## config.mk

```make
export PLATFORM = sky130hd
export DESIGN_NAME = multicycle_ctrl
export DESIGN_NICKNAME = d
export VERILOG_FILES = /design/src/rtl/multicycle_ctrl.sv
export SDC_FILE = /design/constraint.sdc
export NUM_CORES = 1
export LEC_CHECK = 0
export BUFFER_PORTS_ARGS = -buffer_cell sky130_fd_sc_hd__buf_2
export CAP_MARGIN = 25
export CORE_ASPECT_RATIO = 0.75
export CORE_MARGIN = 2
export CORE_UTILIZATION = 45
export CTS_CLUSTER_SIZE = 28
export DETAILED_ROUTE_END_ITERATION = 8
export PLACE_DENSITY = 0.72
export SYNTH_ARGS = -nofsm -noshare
export SYNTH_HDL_FRONTEND = slang
export SYNTH_SLANG_ARGS = --single-unit
```

## constraint.sdc

```tcl
create_clock -name clk -period 2.3 [get_ports clk]
set_clock_uncertainty 0.2 [all_clocks]
set_input_delay 0.23 -clock clk [delete_from_list [all_inputs] [get_ports clk]]
set_output_delay 0.23 -clock clk [all_outputs]
set_load 0.01 [all_outputs]
```

## src/rtl/multicycle_ctrl.sv

```systemverilog
`default_nettype none
// ============================================================================
// Module      : multicycle_ctrl
// Description : Multi-cycle control FSM for the 16-bit, 4-bit-opcode CPU,
//               with memory wait states, halt and a retired-instruction count.
// Revision    : 1.0 - initial release
// ============================================================================
module multicycle_ctrl #(
    parameter int         CNT_W   = 16,
    parameter logic [3:0] HALT_OP = 4'hF
) (
    input  logic             clk,
    input  logic             rst,
    input  logic             run,
    input  logic [3:0]       op,
    input  logic             zero,
    input  logic             mem_ready,
    output logic             imem_rd,
    output logic             irwrite,
    output logic             pcwrite,
    output logic [1:0]       pcsrc,
    output logic [2:0]       alucs,
    output logic             selscrB,
    output logic             redges,
    output logic             memtoreg,
    output logic             regwrite,
    output logic             flagwrite,
    output logic             dmem_rd,
    output logic             wren,
    output logic             halted,
    output logic [2:0]       state,
    output logic [CNT_W-1:0] instr_count
);

    typedef enum logic [2:0] {
        S_IDLE   = 3'd0,
        S_FETCH  = 3'd1,
        S_DECODE = 3'd2,
        S_EXEC   = 3'd3,
        S_MEMRD  = 3'd4,
        S_MEMWR  = 3'd5,
        S_WB     = 3'd6,
        S_HALT   = 3'd7
    } state_t;

    state_t           r_state;
    logic [3:0]       r_op_q;
    logic [CNT_W-1:0] r_count;

    logic             w_ctrl_xfer;
    logic             w_retire;
    logic [2:0]       w_alu;
    logic             w_selb;
    logic             w_redges;

    always_comb begin
        w_ctrl_xfer = (r_op_q == 4'd7) || (r_op_q == 4'd13) || (r_op_q == 4'd14);
        w_retire    = ((r_state == S_EXEC) && w_ctrl_xfer)
                   || ((r_state == S_MEMWR) && mem_ready)
                   || (r_state == S_WB);
    end

    // Datapath selects shared by EXEC and WB so writeback sees a stable ALU result
    always_comb begin
        w_alu    = 3'd2;
        w_selb   = 1'b0;
        w_redges = 1'b0;
        if (r_op_q <= 4'd6) begin
            w_alu    = r_op_q[2:0];
            w_redges = 1'b1;
        end else if ((r_op_q >= 4'd8) && (r_op_q <= 4'd10)) begin
            w_alu  = r_op_q[2:0];
            w_selb = 1'b1;
        end else if ((r_op_q == 4'd11) || (r_op_q == 4'd12)) begin
            w_selb = 1'b1;
        end else if ((r_op_q == 4'd13) || (r_op_q == 4'd14)) begin
            w_alu = 3'd3;
        end
    end

    always_ff @(posedge clk) begin
        if (rst) begin
            r_state <= S_IDLE;
            r_op_q  <= 4'd0;
            r_count <= '0;
        end else begin
            if (w_retire)
                r_count <= r_count + CNT_W'(1);
            case (r_state)
                S_IDLE:   if (run) r_state <= S_FETCH;
                S_FETCH: begin
                    if (mem_ready) begin
                        r_op_q  <= op;
                        r_state <= S_DECODE;
                    end
                end
                S_DECODE: r_state <= (r_op_q == HALT_OP) ? S_HALT : S_EXEC;
                S_EXEC: begin
                    if (w_ctrl_xfer)
                        r_state <= run ? S_FETCH : S_IDLE;
                    else if (r_op_q == 4'd11)
                        r_state <= S_MEMRD;
                    else if (r_op_q == 4'd12)
                        r_state <= S_MEMWR;
                    else
                        r_state <= S_WB;
                end
                S_MEMRD:  if (mem_ready) r_state <= S_WB;
                S_MEMWR:  if (mem_ready) r_state <= run ? S_FETCH : S_IDLE;
                S_WB:     r_state <= run ? S_FETCH : S_IDLE;
                S_HALT:   r_state <= S_HALT;
                default:  r_state <= S_IDLE;
            endcase
        end
    end

    always_comb begin
        imem_rd   = 1'b0;
        irwrite   = 1'b0;
        pcwrite   = 1'b0;
        pcsrc     = 2'd0;
        alucs     = 3'd0;
        selscrB   = 1'b0;
        redges    = 1'b0;
        memtoreg  = 1'b0;
        regwrite  = 1'b0;
        flagwrite = 1'b0;
        dmem_rd   = 1'b0;
        wren      = 1'b0;
        halted    = 1'b0;
        case (r_state)
            S_FETCH: begin
                imem_rd = 1'b1;
                irwrite = mem_ready;
                pcwrite = mem_ready;
            end
            S_EXEC: begin
                alucs     = w_alu;
                selscrB   = w_selb;
                redges    = w_redges;
                flagwrite = r_op_q inside {4'd2, 4'd3, 4'd5, 4'd6, 4'd10};
                if (r_op_q == 4'd13) begin
                    pcwrite = zero;
                    pcsrc   = 2'd1;
                end else if (r_op_q == 4'd14) begin
                    pcwrite = ~zero;
                    pcsrc   = 2'd1;
                end else if (r_op_q == 4'd7) begin
                    pcwrite = 1'b1;
                    pcsrc   = 2'd2;
                end
            end
            S_MEMRD: begin
                dmem_rd = 1'b1;
                alucs   = 3'd2;
                selscrB = 1'b1;
            end
            S_MEMWR: begin
                wren    = 1'b1;
                alucs   = 3'd2;
                selscrB = 1'b1;
            end
            S_WB: begin
                regwrite = 1'b1;
                alucs    = w_alu;
                selscrB  = w_selb;
                redges   = w_redges;
                memtoreg = (r_op_q == 4'd11);
            end
            S_HALT:  halted = 1'b1;
            default: ;
        endcase
    end

    assign state       = r_state;
    assign instr_count = r_count;

endmodule
`default_nettype wire

```

==> results by group, run 1 <==
Min path
  – HP Class: in -> reg
  – Worst hold endpoint: r_op_q[3]
  – Worst hold start: op[3]
  – Hold depth: 3

Yosys
  – Synth cell count leaders: nor2_1, dfxtp_1, nand2_1
  – Mapped Area: 1430 µm²
  – Flops & latches, synth: 23
  – Synth top area cells: dfxtp_1, xnor2_1, nor2_1
  – Synthesized instance count: 190
  – Register area share after synthesis: 32.2%
  – Syn_nets: 200
  – Top_reg_cell synth: dfxtp_1
  – Post-synth ARST share: 0%
  – Post-synthesis cell type count: 37
  – Yosys warnings: 0
  – Syn avg cell area: 7.53 µm²
  – Area leader, netlist: dfxtp_1
  – Dominant cell by count in the synthesized netlist: nor2_1
  – Area share of the largest cell type after synthesis: 32.2%
  – Post-synth EDFFs: 0

Finish
  – Layout cells sized above 1: 25.4%
  – Post-route cell area: 1750 µm²
  – Ant diodes: 0
  – Area Growth Syn to Fin: 22.1%
  – Nets: 243

Setup path
  – R2R depth: 5
  – Reg2reg start: r_op_q[0]
  – Worst path required time: 1.87 ns
  – Critical R2R Capture: instr_count[8]
  – Worst setup EP type: primary output
  – Arrival @ worst endpoint: 1.74 ns
  – Critical Path Fanout Max: 14
  – Register-to-register setup slack: 0.24 ns
  – Crit start category: register
  – Worst Setup Path Type: reg -> out

GRT
  – Gr ovfl total: 0
  – Vias in the first global route: 1232
  – First-pass GRT wire length: 5810 µm
  – Largest net degree at the start of global routing: 25
  – Initial antenna violation count: 0
  – All-Layer GR Usage: 19.6%

Floorplan
  – Die width: 69.1 µm
  – Num ports: 44
  – Die H: 52.8 µm
  – Die area: 3650 µm²
  – Starting density of the core: 48.0%
  – Core Region: 2980 µm²
  – Rows: 17

Timing
  – Fin crit period: 2.17 ns
  – Fin Setup TNS: 0 ns
  – Final hold viol count: 0
  – Actual slew at the worst max-slew pin: 0.535 ns
  – Slew headroom: 64.2%
  – Final count of pins violating max slew: 0
  – Unrepaired setup endpoints after global routing: no
  – Final setup fails: 0
  – Worst hold slack: 0.0107 ns
  – Final period util: 94.3%
  – Fmax: 461 MHz
  – Worst setup margin: 0.131 ns

Pwr
  – Worst IR Drop VDD: 365 µV
  – Power per cell area: 590 nW/µm²
  – LEAKAGE: 0.000704 µW

CTS
  – H-Tree Depth: 1
  – CTS tree: yes
  – Later-pin clock latency in the skew report: 0.26 ns
  – Post-CTS sizing: 0
  – Clock sink count: 23
  – Root Driver: clkbuf_8
  – TritonCTS Buffers: 3
  – CTS Buffer Depth: 2
  – Post-CTS Hold Buffers: 2
  – Post CTS Setup Buffer Count: 0
  – Clk pin slew, worst setup/hold paths: 0.08 ns

Route
  – Drt wl/cell: 12.3 µm
  – Drt drc: 0
  – Vias per Instance: 5.43
  – Detailed Route WL: 3330 µm
  – DR pass1 iterations: 5
  – ANT nets after route: 0
  – Via count: 1467
  – DR iter-0 viols: 62

Placement
  – Placer Congestion: 0.852
  – Post-DP Area: 1680 µm²
  – HPWL after DPL: 2360 µm
  – Input/output buffers: 43
  – DP Worst Slack: 0.256 ns

Run
  – Max Cap Viol: 0

Status
  – Run status: finished, final reports clean
report_power, final:
part	switching, µW	internal [µW]	total, µW	leakage (µW)
sequential	36.7	420	457	0.000186
combinational	188	143	331	0.000496
clock	119	123	243	0.0000228
registers in the layout, summed over array words and instances (netlist names):
register and count:
instr_count 16, r_op_q 4, state 3
worst max-delay path by stage:
stage	from	endpoint	slack, ns	cells after the start
floorplan	state[2]	memtoreg	0.32	5
CTS	state[1]	irwrite	0.15	4
global route	state[1]	irwrite	0.03	4
detailed placement	r_op_q[0]	instr_count[8]	0.26	5
finish	state[1]	irwrite	0.13	4
global placement	r_op_q[0]	instr_count[8]	0.30	5
critical path, cell delays in order (launching register included):
cell and delay, ns:
dfxtp_1 0.40, buf_4 0.22, nand2b_1 0.20, nor2_1 0.44, buf_2 0.23
routing by layer:
layer  track usage (%)  share of wire [%]  vias to the layer above  wire, µm
met5                 0                  0                        -         0
met4              4.90               0.48                        0        16
met3              4.04                5.4                        2       179
met2              27.6                 41                       41      1360
met1              29.9                 53                      670      1770
li1                  -                  -                      754         -
cell families (layout without fill, tap and decap cells):
kind of cell	after synthesis	count (layout)	synth area share [%]
buffers and inverters	16	58	4.99
multiplexers	5	5	3.50
adder cells (fa/ha/maj)	1	1	0.875
flip-flops	23	23	32.2
XOR/XNOR	17	17	10.4
AND/OR/NAND/NOR	86	86	29.0
AO/OA/AOI/OAI	42	42	19.1
final cells by class:
type | count | area [µm²]
Inverter | 2 | 7.51
Tap cell | 38 | 47.5
Clock buffer | 4 | 45.0
Fill cell | 300 | 1230
Sequential cell | 23 | 460
Multi-Input combinational cell | 151 | 898
Timing Repair Buffer | 52 | 288
metrics by stage:
step | util (%) | std cells | power, µW
after detailed placement | 56.5 | 264 | 794
after global routing | 58.7 | 270 | 1100
after global placement | 56.5 | 264 | 790
final | 58.7 | 270 | 1030
after floorplan | - | 190 | 685
after CTS | 58.7 | 270 | 1040
layout by cell type (no fill, tap or decap), types with 3 or more instances in the layout:
cell type  instances
nand2b_1           4
o22ai_1            4
dfxtp_1           23
a211oi_1           4
o21ai_0            7
clkbuf_8           3
buf_2             43
nor2b_1            3
a21oi_1           17
mux2i_1            5
nand4_1            3
xnor2_1           16
nand3_1            6
and4_1             4
nor3_1             4
nor2_1            33
buf_4              7
nand2_1           20
(Power assumes the default switching activity.)
==> inputs of run 2 (changes only) <==
Clock period 2.3 ns to 2.44 ns, I/O delays scaled along.
==> run 2 against run 1 <==
Against the previous run: global-route usage fell by 1.4 points; combinational power fell by 5%; largest power group unchanged; clock-buffer cell count did not move; critical endpoint unchanged; routed wire length fell by 1.6%; utilization fell by 0.42 points.
==> results by group, run 2 (synthesized netlist as in run 1, its figures left out) <==
CTS
  – Root Driver: clkbuf_8
  – Later-pin clock latency in the skew report: 0.26 ns
  – TritonCTS Buffers: 3
  – Post-CTS sizing: 0
  – H-Tree Depth: 1
  – CTS Buffer Depth: 2
  – Clk pin slew, worst setup/hold paths: 0.08 ns
  – Post-CTS Hold Buffers: 0
  – Clock sink count: 23
  – Post CTS Setup Buffer Count: 0
  – CTS tree: yes

Setup path
  – Arrival @ worst endpoint: 1.71 ns
  – Crit path from: state[1]
  – Register-to-register setup slack: 0.48 ns
  – Reg2reg start: r_op_q[1]
  – Worst path required time: 2.00 ns
  – Crit start category: register
  – Critical Path Fanout Max: 12
  – Worst Setup Path Type: reg -> out
  – Critical R2R Capture: state[0]
  – Worst setup EP type: primary output
  – Crit-path cells: buf_4 -> nand2b_1 -> nor2_1 -> buf_2
  – R2R depth: 5
  – CP peak stage delay: 0.41 ns
  – Slowest cell on the critical path: nor2_1

GRT
  – Initial antenna violation count: 0
  – Vias in the first global route: 1118
  – All-Layer GR Usage: 18.2%
  – Largest net degree at the start of global routing: 25
  – First-pass GRT wire length: 5350 µm
  – Gr ovfl total: 0

Placement
  – DP Worst Slack: 0.495 ns
  – HPWL after DPL: 2410 µm
  – Post-DP Area: 1690 µm²
  – Placed Cells: 265
  – Placer Congestion: 0.873
  – Input/output buffers: 43

Finish
  – Layout cells sized above 1: 26.0%
  – Reg area: 460 µm²
  – Most frequent cells in the layout: buf_2, nor2_1, dfxtp_1
  – Nets: 242
  – Ant diodes: 0
  – Multi-input gate area: 898 µm²
  – Layout Cells excl Fill: 269
  – Most common cell after layout, fill and taps aside: buf_2
  – Post-route cell area: 1730 µm²
  – FILL cells: 288
  – Max FFs per register: 16
  – Area Growth Syn to Fin: 21.3%
  – Finished Core Util: 58.2%

Route
  – Via count: 1476
  – ANT nets after route: 0
  – Vias per Instance: 5.49
  – Drt wl/cell: 12.2 µm
  – DR iter-0 viols: 81
  – DR pass1 iterations: 4
  – Drt drc: 0
  – Detailed Route WL: 3270 µm

Run
  – Max Cap Viol: 0

Timing
  – Unrepaired setup endpoints after global routing: no
  – Final setup fails: 0
  – Fin crit period: 2.15 ns
  – Final period util: 88.3%
  – Fmax: 464 MHz
  – Worst setup margin: 0.285 ns
  – Final count of pins violating max slew: 0
  – Fin Setup TNS: 0 ns
  – Final hold viol count: 0
  – Slew headroom: 66.9%
  – Actual slew at the worst max-slew pin: 0.494 ns

Pwr
  – Sw Pwr: 325 µW
  – Power per cell area: 561 nW/µm²
  – Worst IR Drop VDD: 375 µV
  – Clock power share: 23.7%
  – P_int: 647 µW
  – Sequential share of power: 44.0%
  – Switching Share: 33.5%
  – LEAKAGE: 0.000702 µW
  – Combinational power share: 32.3%

Floorplan
  – Core Region: 2980 µm²
  – Die width: 69.1 µm
  – Die H: 52.8 µm
  – Starting density of the core: 48.0%
  – Num ports: 44
  – Rows: 17
  – Die area: 3650 µm²

Min path
  – Worst hold start: op[1]
  – HP Class: in -> reg
  – Hold depth: 3
  – Worst hold endpoint: r_op_q[1]

Status
  – Run status: finished, final reports clean
==> run 2: worst max-delay path by stage <==
stage                endpoint  slack [ns]  depth (start not counted)
6_report              irwrite        0.29                          4
5_1_grt               irwrite        0.18                          4
4_1_cts               irwrite        0.29                          4
3_5_place_dp   instr_count[8]        0.49                          5
3_3_place_gp         state[0]        0.50                          5
2_1_floorplan        memtoreg        0.44                          5
==> run 2: power groups by stage <==
stage	Sequential (µW)	Clock [µW]	Combinational [µW]
2_1_floorplan	430	0	216
3_3_place_gp	436	0	315
3_5_place_dp	436	0	313
4_1_cts	427	237	314
5_1_grt	433	252	349
6_report	427	231	314
==> run 2: layer usage <==
metal  part of all wire [%]  track usage, %
met5                      0               0
met4                   0.52            4.25
met3                    5.1            2.88
met2                     41            25.2
met1                     54            28.8
==> run 2: final cells by class <==
| type | instances | share of cell area [%] |
|---|---|---|
| clock buffers | 4 | 2.60 |
| inverters | 2 | 0.433 |
| multi-input cells | 151 | 51.8 |
| flip-flops and latches | 23 | 26.6 |
| well taps | 38 | 2.74 |
| repair buffers | 51 | 15.9 |
==> run 2: through the flow <==
stage / power, µW / hold slack [ns]
after floorplan: 646 / 0.116
after global placement: 751 / 0.292
after detailed placement: 749 / 0.290
after CTS: 978 / 0.0178
after global routing: 1030 / 0.0511
final: 972 / 0.0185
==> run 2: critical path, delay by kind of cell, from the launching register on <==
family | cells | cell delay (ns)
buffers and inverters | 2 | 0.43
flip-flops | 1 | 0.40
AND/OR/NAND/NOR | 2 | 0.61
